File: src/rtl/lsu_pkg.sv
// rtl/lsu_pkg.sv - shared types and op decode helpers for the byte-serial load/store unit
package lsu_pkg;

  typedef enum logic [2:0] {
    OP_LB  = 3'd0,
    OP_LH  = 3'd1,
    OP_LW  = 3'd2,
    OP_LBU = 3'd3,
    OP_LHU = 3'd4,
    OP_SB  = 3'd5,
    OP_SH  = 3'd6,
    OP_SW  = 3'd7
  } mem_op_t;

  typedef enum logic [1:0] {
    ST_IDLE   = 2'd0,
    ST_ACCESS = 2'd1,
    ST_RESP   = 2'd2
  } lsu_state_t;

  // Number of bytes an operation touches.
  function automatic logic [2:0] op_size(input mem_op_t op);
    case (op)
      OP_LB, OP_LBU, OP_SB: op_size = 3'd1;
      OP_LH, OP_LHU, OP_SH: op_size = 3'd2;
      default:              op_size = 3'd4;
    endcase
  endfunction

  function automatic logic op_is_store(input mem_op_t op);
    op_is_store = (op == OP_SB) || (op == OP_SH) || (op == OP_SW);
  endfunction

endpackage

File: src/rtl/lsu_load_extend.sv
// rtl/lsu_load_extend.sv - sign/zero extension of the assembled big-endian load value
module lsu_load_extend
  import lsu_pkg::*;
(
  input  mem_op_t     op,
  input  logic [31:0] value,
  output logic [31:0] rdata
);

  // Stores produce no read data, so they fall through to zero.
  always_comb begin
    rdata = 32'd0;
    case (op)
      OP_LB:   rdata = {{24{value[7]}}, value[7:0]};
      OP_LH:   rdata = {{16{value[15]}}, value[15:0]};
      OP_LW:   rdata = value;
      OP_LBU:  rdata = {24'd0, value[7:0]};
      OP_LHU:  rdata = {16'd0, value[15:0]};
      default: rdata = 32'd0;
    endcase
  end

endmodule

File: src/rtl/mem_byte_lsu.sv
// rtl/mem_byte_lsu.sv - byte-serial big-endian load/store unit with alignment and range checks
module mem_byte_lsu
  import lsu_pkg::*;
#(
  parameter int DEPTH  = 32,
  parameter int ADDR_W = $clog2(DEPTH)
) (
  input  logic              clk,
  input  logic              rst,
  input  logic              req_valid,
  output logic              req_ready,
  input  logic [2:0]        req_op,
  input  logic [31:0]       req_addr,
  input  logic [31:0]       req_wdata,
  output logic              resp_valid,
  output logic [31:0]       resp_rdata,
  output logic              resp_err,
  output logic              mem_re,
  output logic              mem_we,
  output logic [ADDR_W-1:0] mem_addr,
  output logic [7:0]        mem_wdata,
  input  logic [7:0]        mem_rdata
);

  lsu_state_t        state_q, state_n;
  mem_op_t           op_q;
  logic [ADDR_W-1:0] base_q;
  logic [31:0]       wdata_q;
  logic [1:0]        last_q;
  logic [1:0]        k_q;
  logic [31:0]       asm_q;
  logic              err_q;

  mem_op_t     req_op_e;
  logic [2:0]  req_n;
  logic [1:0]  req_last;
  logic [32:0] req_end;
  logic        misaligned;
  logic        out_of_range;
  logic        req_err;
  logic        accept;
  logic        is_store;
  logic [7:0]  store_byte;
  logic [31:0] ext_rdata;

  assign req_op_e = mem_op_t'(req_op);
  assign req_n    = op_size(req_op_e);
  assign req_last = (req_n == 3'd4) ? 2'd3 : ((req_n == 3'd2) ? 2'd1 : 2'd0);
  // Last byte address in 33 bits so a request near 2^32 cannot wrap into range.
  assign req_end      = {1'b0, req_addr} + {30'd0, req_n} - 33'd1;
  assign out_of_range = req_end >= 33'(DEPTH);
  assign req_err      = misaligned | out_of_range;
  assign accept       = req_valid && (state_q == ST_IDLE);
  assign is_store     = op_is_store(op_q);

  // Alignment rule depends on access size only.
  always_comb begin
    misaligned = 1'b0;
    case (req_n)
      3'd2:    misaligned = req_addr[0];
      3'd4:    misaligned = |req_addr[1:0];
      default: misaligned = 1'b0;
    endcase
  end

  // Big-endian byte select: byte k of the access is the k-th most significant byte.
  always_comb begin
    store_byte = wdata_q[7:0];
    case (op_q)
      OP_SW: begin
        case (k_q)
          2'd0:    store_byte = wdata_q[31:24];
          2'd1:    store_byte = wdata_q[23:16];
          2'd2:    store_byte = wdata_q[15:8];
          default: store_byte = wdata_q[7:0];
        endcase
      end
      OP_SH:   store_byte = k_q[0] ? wdata_q[7:0] : wdata_q[15:8];
      default: store_byte = wdata_q[7:0];
    endcase
  end

  lsu_load_extend u_extend (
    .op    (op_q),
    .value (asm_q),
    .rdata (ext_rdata)
  );

  // State register; asynchronous reset drops the strobes immediately.
  always_ff @(posedge clk or posedge rst) begin
    if (rst) state_q <= ST_IDLE;
    else     state_q <= state_n;
  end

  // Next state and all outputs decoded from registered state only.
  always_comb begin
    state_n    = state_q;
    req_ready  = 1'b0;
    resp_valid = 1'b0;
    resp_rdata = 32'd0;
    resp_err   = 1'b0;
    mem_re     = 1'b0;
    mem_we     = 1'b0;
    mem_addr   = '0;
    mem_wdata  = 8'd0;
    case (state_q)
      ST_IDLE: begin
        req_ready = 1'b1;
        if (accept) state_n = req_err ? ST_RESP : ST_ACCESS;
      end
      ST_ACCESS: begin
        mem_re    = ~is_store;
        mem_we    = is_store;
        mem_addr  = base_q + {{(ADDR_W-2){1'b0}}, k_q};
        mem_wdata = is_store ? store_byte : 8'd0;
        if (k_q == last_q) state_n = ST_RESP;
      end
      ST_RESP: begin
        resp_valid = 1'b1;
        resp_err   = err_q;
        resp_rdata = err_q ? 32'd0 : ext_rdata;
        state_n    = ST_IDLE;
      end
      default: state_n = ST_IDLE;
    endcase
  end

  // Request latches, byte counter and load assembly shift register.
  always_ff @(posedge clk or posedge rst) begin
    if (rst) begin
      op_q    <= OP_LB;
      base_q  <= '0;
      wdata_q <= 32'd0;
      last_q  <= 2'd0;
      k_q     <= 2'd0;
      asm_q   <= 32'd0;
      err_q   <= 1'b0;
    end else begin
      if (accept) begin
        op_q    <= req_op_e;
        base_q  <= req_addr[ADDR_W-1:0];
        wdata_q <= req_wdata;
        last_q  <= req_last;
        k_q     <= 2'd0;
        asm_q   <= 32'd0;
        err_q   <= req_err;
      end else if (state_q == ST_ACCESS) begin
        if (!is_store) asm_q <= {asm_q[23:0], mem_rdata};
        if (k_q != last_q) k_q <= k_q + 2'd1;
      end
    end
  end

endmodule

File: config.mk
export PLATFORM = sky130hd
export DESIGN_NAME = mem_byte_lsu
export DESIGN_NICKNAME = d
export VERILOG_FILES = /design/src/rtl/lsu_pkg.sv /design/src/rtl/lsu_load_extend.sv /design/src/rtl/mem_byte_lsu.sv
export SDC_FILE = /design/constraint.sdc
export NUM_CORES = 1
export LEC_CHECK = 0
export CAP_MARGIN = 20
export CORE_MARGIN = 2
export CORE_UTILIZATION = 50
export DETAILED_ROUTE_END_ITERATION = 8
export DONT_BUFFER_PORTS = 1
export PLACE_DENSITY = 0.73
export SYNTH_ARGS = -nofsm -noshare
export SYNTH_HDL_FRONTEND = slang
export SYNTH_SLANG_ARGS = --single-unit
File: constraint.sdc
create_clock -name clk -period 2.96 [get_ports clk]
set_input_delay 0.444 -clock clk [delete_from_list [all_inputs] [get_ports clk]]
set_output_delay 0.444 -clock clk [all_outputs]
set_load 0.05 [all_outputs]
==> results.yml <==
clock_tree:
  clock_sinks: 79
  numCtsBuffers: 9
  cts-htree-levels: 3
  clock_latency_ns: 0.34
  clkTransAtPathRegs_ns: 0.06
  cts_tree: "done"
  clockBufferDepth: 2
  clock-root-buffer: "clkbuf_16"
job:
  drv_cap: 0
critical_path:
  reg2reg_to: "asm_q[30]"
  slowest_stage: "or4_4"
  r2r_cells: 5
  arrival_ns: 3.72
  cp_cell_sequence: "or2_4, nor2_4, nor2_4, ha_4, inv_4, ha_4, inv_2, fa_2, nand2b_4, a21o_4, buf_6, a211oi_4, a211oi_2, or4_4, nor4_4, nand4_1, nor4_4, o21ai_1"
  rr_startpoint: "state_q[1]"
  crit_path_start_kind: "input pin"
  worstSetupPathType: "in -> reg"
  worstSetupEndpointType: "flip-flop"
  max_stage_delay_ns: 0.54
  cp.required_ns: 3.16
  startpoint: "req_op[2]"
  r2r_slack_ns: 0.97
  cp_max_fo: 6
hold_path:
  hold_path_end: "wdata_q[19]"
  hold_class: "in -> reg"
  hold-path-cell-count: 2
  hp-start: "req_wdata[19]"
route:
  drc: 0
  vias: 7451
  drt-total-wl_um: 20400
  vias_per_cell: 5.85
  wl_per_cell_um: 16.0
  dr.pass1.iters: 7
  first_iter_violations: 681
  antenna_left: 0
synthesis:
  seq_area_frac_synth_pct: 28.6
  ys_types: 77
  syn_inst: 967
  synthArstFlopShare_pct: 100
  avgSynthCellArea_um2: 7.15
  synth_top_area_share_pct: 28.6
  yosys_warnings: 0
  yosys_most_used_dff: "dfrtp_1"
  yosys.area.top_type: "dfrtp_1"
  synth_seq_cells: 79
  synth_nets: 1087
  syn_area_um2: 6910
  synth_edf_count: 0
  synth_area_leaders: "dfrtp_1 (29%), nand2_1 (13%), ha_1 (7.2%)"
sta:
  fin_crit_ns: 3.51
  skew_ns: 0.00424
  setup_slack_ns: -0.553
  setup_viol: 3
  grt_setup_unrepaired: "yes"
  worst_slew_pin_slew_ns: 0.772
  max_freq_mhz: 285
  post-route-period-util_pct: 119
  hold_viol: 0
  slew_viol_final: 0
  setup_tns_ns: -1.56
  relSlewSlack_pct: 48.4
floorplan:
  fp.dieW_um: 122
  initial_core_util_pct: 51.8
  die_area_um2: 14800
  io_pins: 128
  die_h_um: 122
  rows: 42
  core-area_um2: 13300
finish:
  drive_gt1_share_pct: 23.9
  antenna_cells: 0
  nNetsFinal: 1213
  area_delta_synth_final_pct: 28.5
  fin_cells: 1273
  fin_area_um2: 8880
global_route:
  grt_remaining_overflow: 0
  grt_util_all_layers_pct: 27.7
  grt_pass1_wl_um: 33400
  antenna_found_initial: 0
  grt_pass1_vias: 7179
  grt_max_degree: 31
place:
  placed_area_um2: 8240
  gp_congestion: 0.910
  placed_cells: 1252
  dp_hpwl_um: 15200
  port_buffers: 0
power_and_ir_drop:
  p_leak_nw: 4.06
  ir_drop_v: 0.000275
  power.density_nw_per_um2: 408
run_status:
  outcome: "finished, violations left"
  violations: "setup timing"
## worst max-delay path, delay by kind of cell
family | cells | cell delay, ns
AND/OR/NAND/NOR | 8 | 1.86
buffers and inverters | 3 | 0.21
AO/OA/AOI/OAI | 4 | 0.59
adder cells (fa/ha/maj) | 3 | 0.61
## what timing repair did
item / CTS / global route
gates resized for setup: 45 / 11
setup buffers: 4 / 2
setup endpoints to repair: 3 / 7
hold endpoints to repair: 22 / 0
pin swaps: 30 / 20
hold buffers: 1 / 0
## final cells by class
class | instances | area [um2]
inverter | 52 | 199
tap | 176 | 220
clock buffer | 9 | 225
clock inverter | 6 | 86.3
fill | 1136 | 4470
timing repair buffer | 176 | 1330
sequential | 79 | 1980
multi-input combinational | 775 | 4840
## per-layer routing
metal | share of wire (%) | global-route usage (%) | vias to the layer above | wire [um]
met3 | 6.1 | 4.54 | 65 | 1240
met2 | 49 | 48.8 | 303 | 9950
met5 | 0 | 0 | - | 0
met1 | 42 | 34.1 | 3441 | 8600
li1 | - | - | 3642 | -
met4 | 2.9 | 10.4 | 0 | 599
## synthesized netlist by cell type, types with 5 or more instances
| library cell | instances |
|---|---|
| a211oi_1 | 24 |
| a21boi_0 | 6 |
| a21o_1 | 11 |
| a21oi_1 | 85 |
| a222oi_1 | 9 |
| and2_1 | 18 |
| and3_1 | 5 |
| buf_1 | 6 |
| buf_2 | 7 |
| clkbuf_1 | 48 |
| dfrtp_1 | 79 |
| ha_1 | 40 |
| inv_1 | 51 |
| nand2_1 | 239 |
| nand2b_1 | 7 |
| nand3_1 | 16 |
| nand4_1 | 9 |
| nor2_1 | 66 |
| nor2b_1 | 13 |
| nor3_1 | 16 |
| o211ai_1 | 11 |
| o21a_1 | 10 |
| o21ai_0 | 71 |
| o21ai_1 | 5 |
| or3_1 | 8 |
| or4_1 | 7 |
| xnor2_1 | 7 |
| xor2_1 | 8 |
## cells by family (layout without fill, tap and decap cells)
family | count (synthesis) | after routing | synth area share (%)
simple gates | 435 | 435 | 28.8
compound gates | 278 | 278 | 25.8
buf+inv | 113 | 243 | 6.26
flops | 79 | 79 | 28.6
fa+ha+maj | 42 | 42 | 7.82
xor+xnor | 15 | 15 | 1.90
mux | 5 | 5 | 0.760
## where the power goes
group,leakage (nW),switching (mW),internal [mW]
Combinational,2.88,0.682,0.558
Clock,0.151,0.429,0.731
Sequential,1.03,0.0625,1.16
Total,4.06,1.17,2.45
## worst max-delay path by stage
stage / to / slack (ns) / cells after the start
finish: state_q[1] / -0.55 / 18
global route: state_q[1] / -0.70 / 18
CTS: state_q[1] / -0.45 / 18
detailed placement: state_q[1] / -0.97 / 18
global placement: err_q / -0.90 / 16
floorplan: state_q[0] / -0.61 / 17
## registers in the layout, summed over array words and instances, names as in the netlist
name	flops
op_q	3
asm_q	32
last_q	2
wdata_q	32
base_q	5
k_q	2
err_q	1
state_q	2
## cells in the final DEF, fill, tap and decap left out, drive strengths merged, types with 3 or more instances in the layout
| cell | n |
|---|---|
| a222oi | 9 |
| inv | 51 |
| xor2 | 8 |
| clkinv | 4 |
| clkbuf | 9 |
| and4 | 4 |
| a2111oi | 3 |
| a211oi | 27 |
| o22ai | 4 |
| o31ai | 4 |
| or3b | 4 |
| and2 | 18 |
| xnor2 | 7 |
| a21o | 11 |
| nor4 | 5 |
| dfrtp | 79 |
| and3 | 5 |
| ha | 40 |
| o21a | 10 |
| nor2 | 66 |
| or2 | 5 |
| nand3 | 16 |
| a21oi | 87 |
| or4 | 8 |
| nand4 | 9 |
| a31oi | 3 |
| nor3 | 17 |
| nand2b | 7 |
| or3 | 8 |
| nand2 | 239 |
| o211ai | 11 |
| mux2i | 3 |
| o21ai | 76 |
| a21boi | 6 |
| buf | 175 |
| nor2b | 13 |
## stage by stage
stage / utilization (%) / setup WS [ns] / hold slack, ns / power (mW)
after floorplan: - / -0.615 / 0.445 / 1.95
after global placement: 61.8 / -0.904 / 0.323 / 2.34
after detailed placement: 61.8 / -0.974 / 0.329 / 2.36
after CTS: 66.0 / -0.450 / 0.202 / 3.59
after global routing: 66.5 / -0.702 / 0.211 / 3.80
final: 66.5 / -0.553 / 0.208 / 3.62
Power figures use the tool's default switching activity.
